File: config.mk
export PLATFORM = sky130hd
export DESIGN_NAME = basic_sync_fifo
export DESIGN_NICKNAME = d
export VERILOG_FILES = /design/src/rtl/basic_sync_fifo.sv
export SDC_FILE = /design/constraint.sdc
export NUM_CORES = 1
export LEC_CHECK = 0
export CORE_MARGIN = 8
export CORE_UTILIZATION = 40
export DETAILED_ROUTE_END_ITERATION = 12
export PLACE_DENSITY_LB_ADDON = 0.3
export SYNTH_ARGS = -nofsm -noshare
export SYNTH_HDL_FRONTEND = slang
export SYNTH_SLANG_ARGS = --single-unit
export TNS_END_PERCENT = 20
File: constraint.sdc
create_clock -name ACLK -period 6.7 [get_ports ACLK]
set_clock_uncertainty 0.2 [all_clocks]
set_input_delay 1.34 -clock ACLK [delete_from_list [all_inputs] [get_ports ACLK]]
set_output_delay 1.34 -clock ACLK [all_outputs]
set_load 0.005 [all_outputs]
File: src/rtl/basic_sync_fifo.sv
// Single-clock first-word-fall-through FIFO; head word shown combinationally on data_out.
// Write-to-visible latency one edge; enq dropped when full unless a pop frees the slot that same edge.
module basic_sync_fifo #(
   parameter int WIDTH  = 32,
   parameter int DEPTH  = 16,
   parameter int AWIDTH = 4
) (
   input  logic             ACLK,
   input  logic             ARESETn,
   input  logic [WIDTH-1:0] data_in,
   input  logic             enq,
   input  logic             deq,
   output logic [WIDTH-1:0] data_out,
   output logic             valid_out,
   output logic             full
);

   localparam logic [AWIDTH:0]   FULL_CNT = (AWIDTH+1)'(DEPTH);
   localparam logic [AWIDTH-1:0] PTR_ONE  = AWIDTH'(1);
   localparam logic [AWIDTH:0]   CNT_ONE  = (AWIDTH+1)'(1);

   logic [WIDTH-1:0]  mem [DEPTH];
   logic [AWIDTH-1:0] wr_ptr;
   logic [AWIDTH-1:0] rd_ptr;
   logic [AWIDTH:0]   count;
   logic              enq_ok;
   logic              deq_ok;

   assign valid_out = (count != '0);
   assign full      = (count == FULL_CNT);
   assign deq_ok    = deq && valid_out;
   // When full, a same-edge pop vacates rd_ptr == wr_ptr, so the write can land there.
   assign enq_ok    = enq && (!full || deq_ok);
   // Gate the head word so uninitialised storage never leaks out while empty.
   assign data_out  = valid_out ? mem[rd_ptr] : '0;

   always_ff @(posedge ACLK) begin
      if (enq_ok) begin
         mem[wr_ptr] <= data_in;
      end
   end

   always_ff @(posedge ACLK or posedge ARESETn) begin
      if (ARESETn) begin
         wr_ptr <= '0;
         rd_ptr <= '0;
         count  <= '0;
      end else begin
         if (enq_ok) begin
            wr_ptr <= wr_ptr + PTR_ONE;
         end
         if (deq_ok) begin
            rd_ptr <= rd_ptr + PTR_ONE;
         end
         case ({enq_ok, deq_ok})
            2'b10:   count <= count + CNT_ONE;
            2'b01:   count <= count - CNT_ONE;
            default: count <= count;
         endcase
      end
   end

endmodule

==> Word-level counts from Yosys, hierarchy flattened <==
Memories as Yosys holds them, arrays and structs flattened.
Index checks and enable logic that the tools add are counted.
{ "word_totals": {"inputBits": 36, "out_inout_bits": 34, "register_bits": 13, "mem_bits_rw": 512, "mem_count": 1} }
{ "memory_table": {"columns": ["memory", "words", "width", "read_ports", "rd_ports_with_merged_regs", "write_ports", "line_no", "text"], "rows": [
  ["mem", 16, 32, 1, 0, 1, "22", "logic [WIDTH-1:0] mem [DEPTH];"]
]} }
{ "op_classes": {"n_addsub": 4, "reduce_logical": 6, "eq_ne": 3, "muxes": 4} }
{ "op_table": {"columns": ["operator", "n"], "rows": [
  ["32-bit two-way mux", 1],
  ["5-bit one-hot mux with 2 select lines", 1],
  ["4-bit by 1-bit adder with 4-bit output, second input constant", 2],
  ["5-bit by 1-bit adder with 5-bit output, second input constant", 1],
  ["5-bit == test, second input constant", 1],
  ["5-bit nonzero test", 1],
  ["5-bit by 1-bit subtractor with 5-bit output, second input constant", 1],
  ["2-bit by 1-bit == test with 1-bit output, second input constant", 1],
  ["2-bit == test, second input constant", 1],
  ["1-bit logical AND", 2],
  ["1-bit two-way mux", 2],
  ["2-bit nonzero test", 1],
  ["1-bit zero test", 1],
  ["1-bit logical OR", 1]
]} }

==> Logic depth before layout (Yosys ltp) <==
Gate-level depths: netlist (run 1).
{ "depth": {"ltp_word": 6, "depth_mapped": 9} }

==> Least setup slack after synthesis (run 1) <==
No wires, ideal clock.
{ "synth_path": {"kind": "input-to-reg", "start": "input deq", "end": "memory mem[0][0], enable pin", "cell_stages": 4, "t_arrival_ns": 3.902, "setup_ns": 0.461, "setup_slack_ns": 2.137, "path_buffers": 1, "required_ns": 6.039, "path_cell_list": "o31a_1 buf_6 nand2_1 nor3_1"} }
{ "synth_between": {"elab_chain_cells": 5} }
{ "synth_rtl": {"columns": ["element", "line_no", "text"], "rows": [
  ["start, declared", "12", "input logic deq,"],
  ["1-bit logical AND", "31", "assign deq_ok = deq && valid_out;"],
  ["1-bit logical OR", "33", "assign enq_ok = enq && (!full || deq_ok);"],
  ["1-bit logical AND", "33", null],
  ["1-bit two-way mux", "38", "if (enq_ok) begin"],
  ["1-bit two-way mux (not written as such)", "39", "mem[wr_ptr] <= data_in;"],
  ["end, declared", "22", null]
]} }
No other way between the ends.

==> Final worst setup path (run 1) <==
{ "layout_path": {"start": "register rd_ptr[0]", "end": "output data_out[30]"} }
{ "layout_between": {"elab_chain_cells": 2} }
{ "layout_rtl": {"columns": ["element", "line_no", "text"], "rows": [
  ["start, declared", "24", "logic [AWIDTH-1:0] rd_ptr;"],
  ["start signal, assigned", "53", "rd_ptr <= rd_ptr + PTR_ONE;"],
  ["memory 16 x 32 bit", null, null],
  ["32-bit two-way mux", "35", "assign data_out = valid_out ? mem[rd_ptr] : '0;"],
  ["end, declared", "13", "output logic [WIDTH-1:0] data_out,"]
]} }
No other way between the ends.

==> key figures, run 1 <==
Place
  – GPL Wtd Cong: 0.710
  – Placed Instance Area: 0.0219 mm2
  – HPWL reported at the end of detailed placement: 23.0 mm
  – PortBufs: 69

Timing
  – Slew @ Worst Pin: 0.966 ns
  – Final period util: 75.5%
  – Slew Viols, Final: 0
  – Post-Route Setup TNS: 0 ns
  – Final Hold Viols: 0
  – Achievable Freq: 198 MHz
  – Endpoints failing setup: 0
  – Slew headroom: 35.5%
  – Minimum clock period: 5.06 ns
  – RSZ-0062 raised after global routing: no

Routing
  – Drt total wl: 41.7 mm
  – DR iter-0 viols: 735
  – DR vias: 9162
  – Initial DRT Pass Iterations: 4
  – Vias/cell: 5.38
  – Wire length per cell: 24.5 um
  – Antenna viol nets, final: 0
  – Post-route DRC violation count: 0

Critical path
  – Reg2Reg Setup Slack: 3.44 ns
  – Buf/Inv on CP: 2
  – Family with the most delay on the worst path: buffers and inverters
  – Setup CP Type: flop to output port
  – Slowest CP cell: dfrtp_4
  – Arr. time, crit path: 3.52 ns
  – CP Data Required Time: 5.16 ns
  – Max stage delay on crit path: 0.83 ns
  – Reg2reg end: mem[6][26]
  – Reg2Reg Launch Point: count[0]
  – Maximum fanout along the worst path: 52
  – Setup crit start kind: flop
  – R2R depth: 5
  – Critical path cell sequence: buf_12 > mux4_2 > mux2i_1 > nor2_1 > a221o_1 > clkdlybuf4s50_1
  – Critical path capture point type: output port

Global route
  – Met2 Use GR: 23.9%
  – Antenna violations before repair: 2
  – Largest net degree at the start of global routing: 56
  – GR Util met3: 2.73%
  – Total track usage: 14.6%
  – GR Util met1: 20.1%
  – Global route overflow: 0
  – First-pass GRT wire length: 62.9 mm
  – Top Usage Layer GRT: met2
  – Vias in the first global route: 9695

Die
  – Die Footprint: 0.0580 mm2
  – Cell Rows: 82
  – Core area: 0.0501 mm2
  – Initial Util: 40.4%
  – Die height: 241 um
  – Die X: 241 um
  – Io pins: 70

Clock network
  – Clock slew at reported path FFs: 0.06 ns
  – CTS root buf: clkbuf_16
  – Cts repair resizes: 0
  – H-tree depth: 2
  – Total CTS buffers: 51
  – Setup Buffers After CTS: 0
  – Clock sinks: 525
  – Hold-fix buffers at CTS: 0
  – Clock Latency Late Sink: 0.57 ns
  – Clock Path Buffers: 3
  – CTS tree: done

Logic synthesis
  – YS warnings: 0
  – Synth top area share: 76.0%
  – Syn nets: 932
  – Sequential share of the synthesized area: 77.6%
  – Synth unique cells: 37
  – Syn Inst Count: 887
  – Area leader, netlist: edfxtp_1
  – Yosys reg bits: 525
  – Avg Cell Area, Syn: 22.8 um2
  – Mapped Area: 0.0202 mm2
  – Ranking of synthesized cells by area: edfxtp_1 (76%), mux4_2 (14%), mux2i_1 (1.6%), dfrtp_1 (1.6%), a221o_1 (1.1%)

Layout
  – Nets: 1035
  – P&R area growth vs syn: 16.4%
  – Ratio of cells with drive above 1 in the final layout: 26.2%
  – Fill cells: 4157
  – Most common cell after layout, fill and taps aside: edfxtp_1
  – Most frequent cells in the layout: edfxtp_1 (512), mux4_2 (128), clkdlybuf4s50_1 (69)
  – Fin area: 0.0236 mm2

Flow run
  – MaxCap Viol Count: 0

Worst hold path
  – Worst hold endpoint: count[4]
  – Min-Delay Path Depth: 1
  – Worst Hold Launch: count[4]
  – Hold WC Path Type: flop to flop

Power and ir drop
  – Pwr per Cell Area: 425 mW/mm2
  – P_leak: 7.45 nW
  – VDD IR max: 243 uV

Outcome
  – Status: finished, final reports clean
-- through the flow --
| step | hold slack, ns | worst slack (ns) | power, W | utilization, % | instances |
|---|---|---|---|---|---|
| final | 0.377 | 1.64 | 0.0100 | 47.1 | 1704 |
| after floorplan | 0.321 | 2.14 | 0.00612 | - | 887 |
| after detailed placement | 0.359 | 2.15 | 0.00730 | 43.7 | 1609 |
| after global placement | 0.352 | 2.15 | 0.00727 | 43.7 | 1609 |
| after global routing | 0.401 | 1.38 | 0.0105 | 47.0 | 1703 |
| after CTS | 0.373 | 1.53 | 0.0102 | 47.0 | 1703 |
-- kinds of logic after synthesis --
logic type	share of synthesized area, %
DFF	77.6
AOI/OAI and AO/OA	2.03
and+or+nand+nor	1.34
adders and majority gates	0.594
buffers and inverters	1.35
xor gates and xnor gates	0.390
muxes	16.7
-- cells in the mapped netlist, drive strengths merged --
| cell type | instances |
|---|---|
| a21boi | 1 |
| a21o | 2 |
| a21oi | 13 |
| a221o | 22 |
| a22o | 1 |
| a32oi | 1 |
| and2 | 1 |
| and3 | 1 |
| and3b | 1 |
| buf | 30 |
| clkbuf | 18 |
| dfrtp | 13 |
| edfxtp | 512 |
| fa | 1 |
| ha | 8 |
| inv | 5 |
| mux2 | 15 |
| mux2i | 33 |
| mux4 | 128 |
| nand2 | 8 |
| nand2b | 2 |
| nand3 | 3 |
| nand4 | 1 |
| nor2 | 37 |
| nor3 | 4 |
| nor4 | 1 |
| o211ai | 1 |
| o21ai | 13 |
| o31a | 1 |
| or4 | 1 |
| xnor2 | 6 |
| xor2 | 3 |
-- layout make-up --
cell class	instances	area [um2]	area share [%]
Clock buffer	59	1310	5.54
Clock inverter	35	360	1.53
Sequential cell	525	15700	66.7
Inverter	5	18.8	0.0797
Tap cell	672	841	3.57
Multi-Input combinational cell	309	4370	18.6
Antenna cell	1	2.50	0.0106
Timing Repair Buffer	98	946	4.02
-- power by group --
group	internal (W)	leakage (nW)	switching, W
Clock	0.00167	0.804	0.00120
Sequential	0.00397	4.78	0.000253
Combinational	0.00153	1.87	0.00140
-- how the worst max path moves through the flow --
stage,start,end,slack (ns),depth (start not counted)
global placement,rd_ptr[0],data_out[30],2.15,6
finish,rd_ptr[0],data_out[30],1.64,6
floorplan,deq,mem[0][0],2.14,4
global route,rd_ptr[0],data_out[30],1.38,6
CTS,rd_ptr[0],data_out[30],1.53,6
detailed placement,rd_ptr[0],data_out[30],2.15,6
-- flip-flops by register name, indices dropped and copies added (netlist names) --
signal and flops:
rd_ptr 4, wr_ptr 4, count 5, mem 512
-- metal layers --
layer | up-vias | wire (um)
met4 | 2 | 745
met1 | 4942 | 18400
met3 | 59 | 1990
li1 | 3964 | -
met2 | 195 | 20600
met5 | - | 11
-- worst reg2reg max path, stage by stage, from the launching register on --
cell and delay (ns):
dfrtp_1 0.47, or4_1 0.28, o31a_1 0.42, nand2_1 0.32, nor2_4 0.83, buf_4 0.41
(Power assumes the default switching activity.)
==> inputs of run 2 (changes only) <==
==> constraint.sdc (replaced) <==
create_clock -name ACLK -period 4.4 [get_ports ACLK]
set_clock_uncertainty 0.2 [all_clocks]
set_input_delay 0.88 -clock ACLK [delete_from_list [all_inputs] [get_ports ACLK]]
set_output_delay 0.88 -clock ACLK [all_outputs]
set_load 0.005 [all_outputs]
==> run 2 against run 1 <==
Against the previous run: die area unchanged; sequential power increased by 50%; wire length increased by 3.1%; count of clock-buffer cells in the layout increased by 6; non-clock buffer count increased by 24; final cell count increased by 1.5%; clock power increased by 57%; critical endpoint is now data_out[6]; power increased by 55%; via count increased by 1.6%; global-route usage increased by 0.56 points; hold slack got worse by 0.012 ns; largest power group unchanged; combinational power increased by 62%.
==> key figures, run 2 (same netlist as run 1, synthesis figures left out) <==
Power and ir drop
  – Pint: 0.0111 W (+55%)
  – Pwr per Cell Area: 652 mW/mm2 (+53%)
  – VDD IR max: 267 uV (+9.8%)
  – Net Sw Power: 0.00444 W (+56%)
  – Switching share of power: 28.5% (+0.033 points)
  – P_leak: 7.63 nW (+2.4%)
  – Flop pwr share: 40.6% (-1.5 points)
  – Comb power frac: 30.5% (+1.2 points)
  – Total power: 0.0156 W (+55%)
  – Clock Power Share: 28.9% (+0.3 points)

Critical path
  – Buf/Inv on CP: 3 (+1)
  – Reg2Reg Setup Slack: 1.39 ns (-2.05 ns)
  – Setup CP Type: flop to output port
  – Setup crit start kind: flop
  – Critical path capture point type: output port
  – CP Data Required Time: 3.32 ns (-1.84 ns)
  – Slowest CP cell: dfrtp_4
  – Critical path cell sequence: buf_16 > buf_6 > mux4_2 > a221o_1 > clkdlybuf4s50_1
  – Maximum fanout along the worst path: 39 (-25%)
  – Family with the most delay on the worst path: buffers and inverters
  – Arr. time, crit path: 3.16 ns (-0.36 ns)
  – Max stage delay on crit path: 0.61 ns (-0.22 ns)

Layout
  – Most frequent cells in the layout: edfxtp_1 (512), mux4_2 (128), clkdlybuf4s50_1 (69)
  – P&R area growth vs syn: 18.0%
  – Util after Layout: 47.7% (+0.66 points)
  – Nets: 1060 (+2.4%)
  – Non-Filler Instances: 1730 (+1.5%)
  – Regs by FF count: mem: 512 flops, count: 5 flops
  – Max reg flops: 512 (unchanged)
  – Ratio of cells with drive above 1 in the final layout: 27.7% (+1.5 points)
  – Most common cell after layout, fill and taps aside: edfxtp_1
  – Fin area: 0.0239 mm2 (+1.4%)
  – Largest Register: mem

Global route
  – Vias in the first global route: 9911 (+2.2%)
  – First-pass GRT wire length: 65.2 mm (+3.7%)
  – GR Util met3: 2.93% (+0.21 points)
  – Met2 Use GR: 24.9% (+1.0 points)
  – Largest net degree at the start of global routing: 40 (-29%)
  – GR Util met1: 20.2% (+0.11 points)
  – Top Usage Layer GRT: met2
  – Antenna violations before repair: 1 (-1)
  – Global route overflow: 0 (unchanged)
  – Total track usage: 15.1% (+0.56 points)

Clock network
  – CTS tree: done
  – Clock Path Buffers: 3 (unchanged)
  – Clock sinks: 525 (unchanged)
  – Total CTS buffers: 52 (+2.0%)
  – CTS root buf: clkbuf_16
  – Clock slew at reported path FFs: 0.06 ns (about the same)
  – Clock Latency Late Sink: 0.59 ns (+0.02 ns)
  – Hold-fix buffers at CTS: 0 (unchanged)
  – H-tree depth: 2 (unchanged)

Outcome
  – Status: finished, final reports clean

Routing
  – Post-route DRC violation count: 0 (unchanged)
  – DR vias: 9311 (+1.6%)
  – Vias/cell: 5.38 (about the same)
  – Wire length per cell: 24.9 um (+1.5%)
  – Drt total wl: 43.0 mm (+3.1%)
  – Antenna viol nets, final: 0 (unchanged)
  – DR iter-0 viols: 779 (+6.0%)
  – Initial DRT Pass Iterations: 5 (+1)

Place
  – Placed Instance Area: 0.0221 mm2 (+1.1%)
  – PortBufs: 69 (unchanged)
  – Post-Place Cells: 1633 (+1.5%)
  – HPWL reported at the end of detailed placement: 25.4 mm (+10%)
  – GPL Wtd Cong: 0.715 (+0.63%)

Timing
  – Final Hold Viols: 0 (unchanged)
  – Slew @ Worst Pin: 0.673 ns (-0.292 ns)
  – Slew Viols, Final: 0 (unchanged)
  – Final period util: 96.4%
  – Slew headroom: 55.0% (+20 points)
  – RSZ-0062 raised after global routing: yes
  – Post-Route Setup TNS: 0 ns (unchanged)
  – Achievable Freq: 236 MHz
  – Endpoints failing setup: 0 (unchanged)
  – Minimum clock period: 4.24 ns

Worst hold path
  – Hold WC Path Type: flop to flop

Die
  – Die height: 241 um (unchanged)
  – Die Footprint: 0.0580 mm2 (unchanged)
  – Cell Rows: 82 (unchanged)
  – Initial Util: 40.4% (unchanged)
  – Die X: 241 um (unchanged)
  – Core area: 0.0501 mm2 (unchanged)
  – Io pins: 70 (unchanged)

Flow run
  – MaxCap Viol Count: 0 (unchanged)
run 2: repair_timing:
action	4_1_cts	5_1_grt
setup endpoints to repair	0	19
setup buffers	0	0
gates resized for setup	0	6
run 2: worst paths after layout:
check / startpoint / endpoint / cells after the start
setup / recovery: rd_ptr[0] / data_out[6] / 5
hold / removal: count[4] / count[4] / 1
setup reg to reg: count[0] / count[4] / 8
hold reg to reg: count[4] / count[4] / 1
max in group asynchronous: ARESETn / rd_ptr[3] / 2
min in group asynchronous: ARESETn / wr_ptr[2] / 2
run 2: area by class of cell:
class                      instances  area (um2)
timing repair buffer             122        1190
inverter                           5        18.8
tap                              672         841
fill                            4143       26200
antenna                            2        5.00
clock inverter                    30         342
sequential                       525       15700
clock buffer                      65        1390
multi-input combinational        309        4380
run 2: power by group through the flow:
stage,clock network [W],logic (W),registers [W]
after global placement,0,0.00482,0.00640
after floorplan,0,0.00306,0.00625
after CTS,0.00459,0.00487,0.00632
after detailed placement,0,0.00484,0.00643
final,0.00449,0.00475,0.00633
after global routing,0.00477,0.00513,0.00637
run 2: through the flow:
stage	setup slack (ns)	hold WS [ns]
3_5_place_dp	0.674	0.365
4_1_cts	0.0320	0.372
3_3_place_gp	0.653	0.354
2_1_floorplan	0.297	0.321
5_1_grt	-0.00178	0.408
6_report	0.159	0.365
run 2: per-layer routing:
| metal | share of wire, % | up-vias |
|---|---|---|
| met5 | 0 | - |
| met4 | 2.4 | 0 |
| met3 | 5.5 | 75 |
| met2 | 50 | 238 |
| met1 | 43 | 4986 |
| li1 | - | 4012 |
==> patch 1: new RTL, flow settings as in run 2 <==
Set the parameter `WIDTH` to 24 (it was 32).
--- a/src/rtl/basic_sync_fifo.sv
+++ b/src/rtl/basic_sync_fifo.sv
@@ -2,5 +2,5 @@
 // Write-to-visible latency one edge; enq dropped when full unless a pop frees the slot that same edge.
 module basic_sync_fifo #(
-   parameter int WIDTH  = 32,
+   parameter int WIDTH  = 24,
    parameter int DEPTH  = 16,
    parameter int AWIDTH = 4
Ports: changed (resized data_in and data_out); port bits go from 70 to 54. The function was not compared with the original's and may differ.
==> patch 1 against run 2 <==
  * Power decreased by 25%
  * Sequential power decreased by 22%
  * Final area decreased by 24%
  * Count of clock-buffer cells in the layout decreased by 19
  * Final cell count decreased by 21%
  * Clock power decreased by 28%
  * Register-to-register slack got worse by 0.10 ns
  * Worst setup slack improved by 0.039 ns
  * Routed wire length decreased by 25%
  * Synthesized cell count decreased by 17%
  * Synthesized area decreased by 23%
  * Sequential share of layout area decreased by 0.66 points
  * Sequential cell count decreased by 128
  * Non-clock buffer count decreased by 40
  * Critical endpoint is now data_out[18]
  * Largest cell class unchanged
  * Highest routed layer unchanged
==> patch 1: results (changes against run 2) <==
metric,value,unit,change
"Clk pin slew, worst setup/hold paths",0.06,ns,about the same
status,"finished, final reports clean",,unchanged
Synth async-reset ratio,0.0327,,was 0.0248
Largest register FFs,384,,was 512
# port buffers,53,,was 69
number of synthesized flops with an enable pin,384,,was 512
Slowest cell on crit path,dfrtp_2,,was dfrtp_4
area of the multi-input gates,3570,µm²,was 4380 µm²
WL met2,16400,µm,was 21300 µm
ratio of cells with drive above 1 in the final layout,0.282,,was 0.277
Worst-Skew Late Latency,0.52,ns,was 0.59 ns
M2 GR Usage,0.251,,was 0.249
Initial DRT Pass Iterations,4,,was 5
DRT met1 WL,13600,µm,was 18300 µm
CP max FO,36,,was 39
Data buffer area share,0.0479,,was 0.0500
DP Worst Slack,0.710,ns,was 0.674 ns
largest net degree at the start of global routing,51,,was 40
Non-clk invs,4,,was 5
clk cell area share,0.0685,,was 0.0726
met3 Resource Use GR,0.0242,,was 0.0293
dpl cells,1293,,was 1633
Total Nets Final,855,,was 1060
WL met3,1460,µm,was 2390 µm
Least-Margin Pin Slew,1.01,ns,was 0.673 ns
Arrival @ worst endpoint,3.12,ns,was 3.16 ns
Synth top cells by count,"384 x edfxtp_1, 96 x mux4_2, 75 x nand3_1, 31 x nand2_1, 28 x mux2_2",,"was 512 x edfxtp_1, 128 x mux4_2, 37 x nor2_1, 33 x mux2i_1, 22 x a221o_1"
synth top area cells,"edfxtp_1 74%, mux4_2 14%, nand3_1 2.4%, dfrtp_1 2.1%, mux2_2 2.0%",,"was edfxtp_1 76%, mux4_2 14%, mux2i_1 1.6%, dfrtp_1 1.6%, a221o_1 1.1%"
Global Route Usage Sum,0.145,,was 0.151
syn_nets,771,,was 932
Cell variety after synth,36,,was 37
Starting DRT DRC Count,402,,was 779
synthesized area per cell,21.1,µm²,was 22.8 µm²
num sequential,397,,was 525
sequential share of the synthesized area,0.765,,was 0.776
Multi-input comb cells,292,,was 309
first-pass GRT wire length,49000,µm,was 65200 µm
DP HPWL,18200,µm,was 25400 µm
ys flop type,edfxtp_1,,unchanged
Vias/cell,5.36,,was 5.38
static leakage,5.78,nW,was 7.63 nW
Num CTS Buffers,41,,was 52
initial antenna violation count,0,,was 1
Max VDD drop,0.309,mV,was 0.267 mV
final WL,32400,µm,was 43000 µm
met1 GRT Util,0.184,,was 0.202
clkbuf count,46,,was 65
n_diodes,0,,was 2
Regs by FF count,"mem (384), count (5)",,"was mem (512), count (5)"
via count,7312,,was 9311
gpl congestion,0.698,,was 0.715
number of global-route vias before repair,7757,,was 9911
Non-clk bufs,82,,was 122
max incr delay on CP,1.00,ns,was 0.61 ns
sequential cell area share,0.651,,was 0.658
post-cts sizing count,0,,unchanged
# fillers,3118,,was 4143
-- patch 1: where the power goes --
part / leakage (nW) / internal (mW) / switching (mW) / total [mW]
sequential: 3.62 / 4.58 / 0.370 / 4.95
clock: 0.611 / 1.88 / 1.35 / 3.23
combinational: 1.55 / 1.85 / 1.65 / 3.49
total: 5.78 / 8.31 / 3.36 / 11.7
-- patch 1: path summary, 6_finish.rpt --
path | start | endpoint | slack, ns | cells past startpoint
setup / recovery | rd_ptr[3] | data_out[18] | 0.20 | 6
hold / removal | wr_ptr[0] | wr_ptr[3] | 0.43 | 2
setup reg to reg | count[0] | count[4] | 1.29 | 8
hold reg to reg | wr_ptr[0] | wr_ptr[3] | 0.43 | 2
max in group asynchronous | ARESETn | rd_ptr[1] | 3.11 | 2
min in group asynchronous | ARESETn | count[0] | 0.50 | 2
-- patch 1: through the flow --
| stage | hold WS [ns] | area [µm²] |
|---|---|---|
| 4_1_cts | 0.428 | 18200 |
| 5_1_grt | 0.465 | 18200 |
| 3_3_place_gp | 0.397 | 17000 |
| 3_5_place_dp | 0.415 | 17000 |
| 2_1_floorplan | 0.292 | 15500 |
| 6_report | 0.432 | 18200 |
-- patch 1: kinds of logic (layout without fill, tap and decap cells) --
group	Yosys count	after routing	share of synthesized area
xor+xnor	8	8	0.00452
fa+ha+maj	9	9	0.00775
simple gates	138	138	0.0432
compound gates	11	11	0.00581
mux	126	126	0.161
flops	397	397	0.765
buf+inv	45	158	0.0131
-- patch 1: critical path, delay by kind of cell, from the launching register on --
kind | cells | cell delay [ns]
buffers and inverters | 2 | 0.81
DFF | 1 | 1.00
muxes | 2 | 0.59
and+or+nand+nor | 2 | 0.18
==> patch 2: new RTL, flow settings as in run 2 <==
Without the edit above. Make the reset (`ARESETn`) synchronous in one clocked block.
--- a/src/rtl/basic_sync_fifo.sv
+++ b/src/rtl/basic_sync_fifo.sv
@@ -41,5 +41,5 @@
    end
 
-   always_ff @(posedge ACLK or posedge ARESETn) begin
+   always_ff @(posedge ACLK) begin
       if (ARESETn) begin
          wr_ptr <= '0;
Behaviour: differs if ARESETn is asserted again (counterexample within 4 cycles, from zero or initial values and one cycle with ARESETn high); with ARESETn held inactive, the same outputs for 4 cycles.
==> patch 2 against run 2 <==
  * Fmax hardly changed
  * Highest routed layer unchanged
  * Critical endpoint is now data_out[18]
  * Critical path type unchanged
  * Global-route usage is 0.40 points lower
  * Routed wire length is 1.0% higher
  * Via count is 0.90% higher
  * Combinational power is 36% lower
  * Synthesized area is 0.88% higher
  * Sequential share of layout area is 0.39 points lower
  * Sequential cell count is 4 higher
  * Largest power group unchanged
  * Power is 16% lower
  * Worst setup slack worse by 0.0038 ns
  * Final area is 0.70% higher
==> patch 2: results (changes against run 2) <==
metric,value,unit,change
gpl congestion,0.684,,was 0.715
post-cts sizing count,4,,was 0
Total Nets Final,1079,,was 1060
Final Power,13.1,mW,was 15.6 mW
Num CTS Buffers,54,,was 52
"non-filler cells, final",1753,,was 1730
Cell variety after synth,41,,was 37
met1 GRT Util,0.195,,was 0.202
largest net degree at the start of global routing,38,,was 40
initial antenna violation count,0,,was 1
Clock power frac,0.325,,was 0.289
R2R Setup Slk,1.51,ns,was 1.39 ns
DP Worst Slack,0.459,ns,was 0.674 ns
Synth top cells by count,"512 x edfxtp_1, 128 x mux4_2, 36 x mux2i_1, 36 x nor2b_1, 32 x a221o_1",,"was 512 x edfxtp_1, 128 x mux4_2, 37 x nor2_1, 33 x mux2i_1, 22 x a221o_1"
hold depth,2,,was 1
first-pass GRT wire length,65400,µm,was 65200 µm
synth top area cells,"edfxtp_1 75%, mux4_2 14%, mux2i_1 1.8%, dfxtp_1 1.7%, a221o_1 1.6%",,"was edfxtp_1 76%, mux4_2 14%, mux2i_1 1.6%, dfrtp_1 1.6%, a221o_1 1.1%"
M2 GR Usage,0.244,,was 0.249
number of global-route vias before repair,10100,,was 9911
syn_nets,949,,was 932
WL met2,21400,µm,was 21300 µm
Initial DRT Pass Iterations,4,,was 5
Slowest cell on crit path,dfxtp_1,,was dfrtp_4
worst hold start,rd_ptr[3],,was count[4]
area growth from synthesis to layout,17.8,%,was 18.0%
Global Route Usage Sum,0.147,,was 0.151
postcts setup bufs,6,,was 0
static leakage,7.37,nW,was 7.63 nW
status,"finished, final reports clean",,unchanged
# fillers,4202,,was 4143
dpl cells,1643,,was 1633
CP max FO,32,,was 39
Power Sequential,5.81,mW,was 6.33 mW
crit path to,data_out[18],,was data_out[6]
area of placed instances,22200,µm²,was 22100 µm²
Max VDD drop,0.266,mV,was 0.267 mV
DP HPWL,23800,µm,was 25400 µm
ratio of cells with drive above 1 in the final layout,0.258,,was 0.277
DRT met1 WL,19100,µm,was 18300 µm
critical path launch point,count[4],,was rd_ptr[0]
Int Power,9.75,mW,was 11.1 mW
via count,9395,,was 9311
Arrival @ worst endpoint,3.17,ns,was 3.16 ns
R2R depth,6,,was 8
n_diodes,0,,was 2
WL met3,2010,µm,was 2390 µm
[patch 2: changes by cell type after synthesis, moves of 3 or more]
cell	delta
dfrtp_1	-13
mux2i_1	+3
o21ai_0	-9
a21oi_1	-6
clkbuf_1	-4
nor2b_1	+36
mux2_2	-14
nor3_1	+5
nor2_1	-13
a221o_1	+10
xnor2_1	-4
buf_1	-4
dfxtp_1	+17
buf_2	+3
[patch 2: cells by family (layout without fill, tap and decap cells)]
family / after synthesis / after routing / synth area share
AO/OA/AOI/OAI: 53 / 54 / 0.0236
XOR/XNOR: 7 / 7 / 0.00300
adder cells (fa/ha/maj): 9 / 9 / 0.00588
buffers and inverters: 51 / 218 / 0.0143
flip-flops: 529 / 529 / 0.770
multiplexers: 165 / 165 / 0.159
AND/OR/NAND/NOR: 90 / 91 / 0.0241
[patch 2: area by class of cell]
type                       instances  share of cell area
sequential                       529               0.654
timing repair buffer             119              0.0523
inverter                           4            0.000624
clock buffer                      70              0.0596
multi-input combinational        326               0.190
tap                              680              0.0354
clock inverter                    25             0.00801
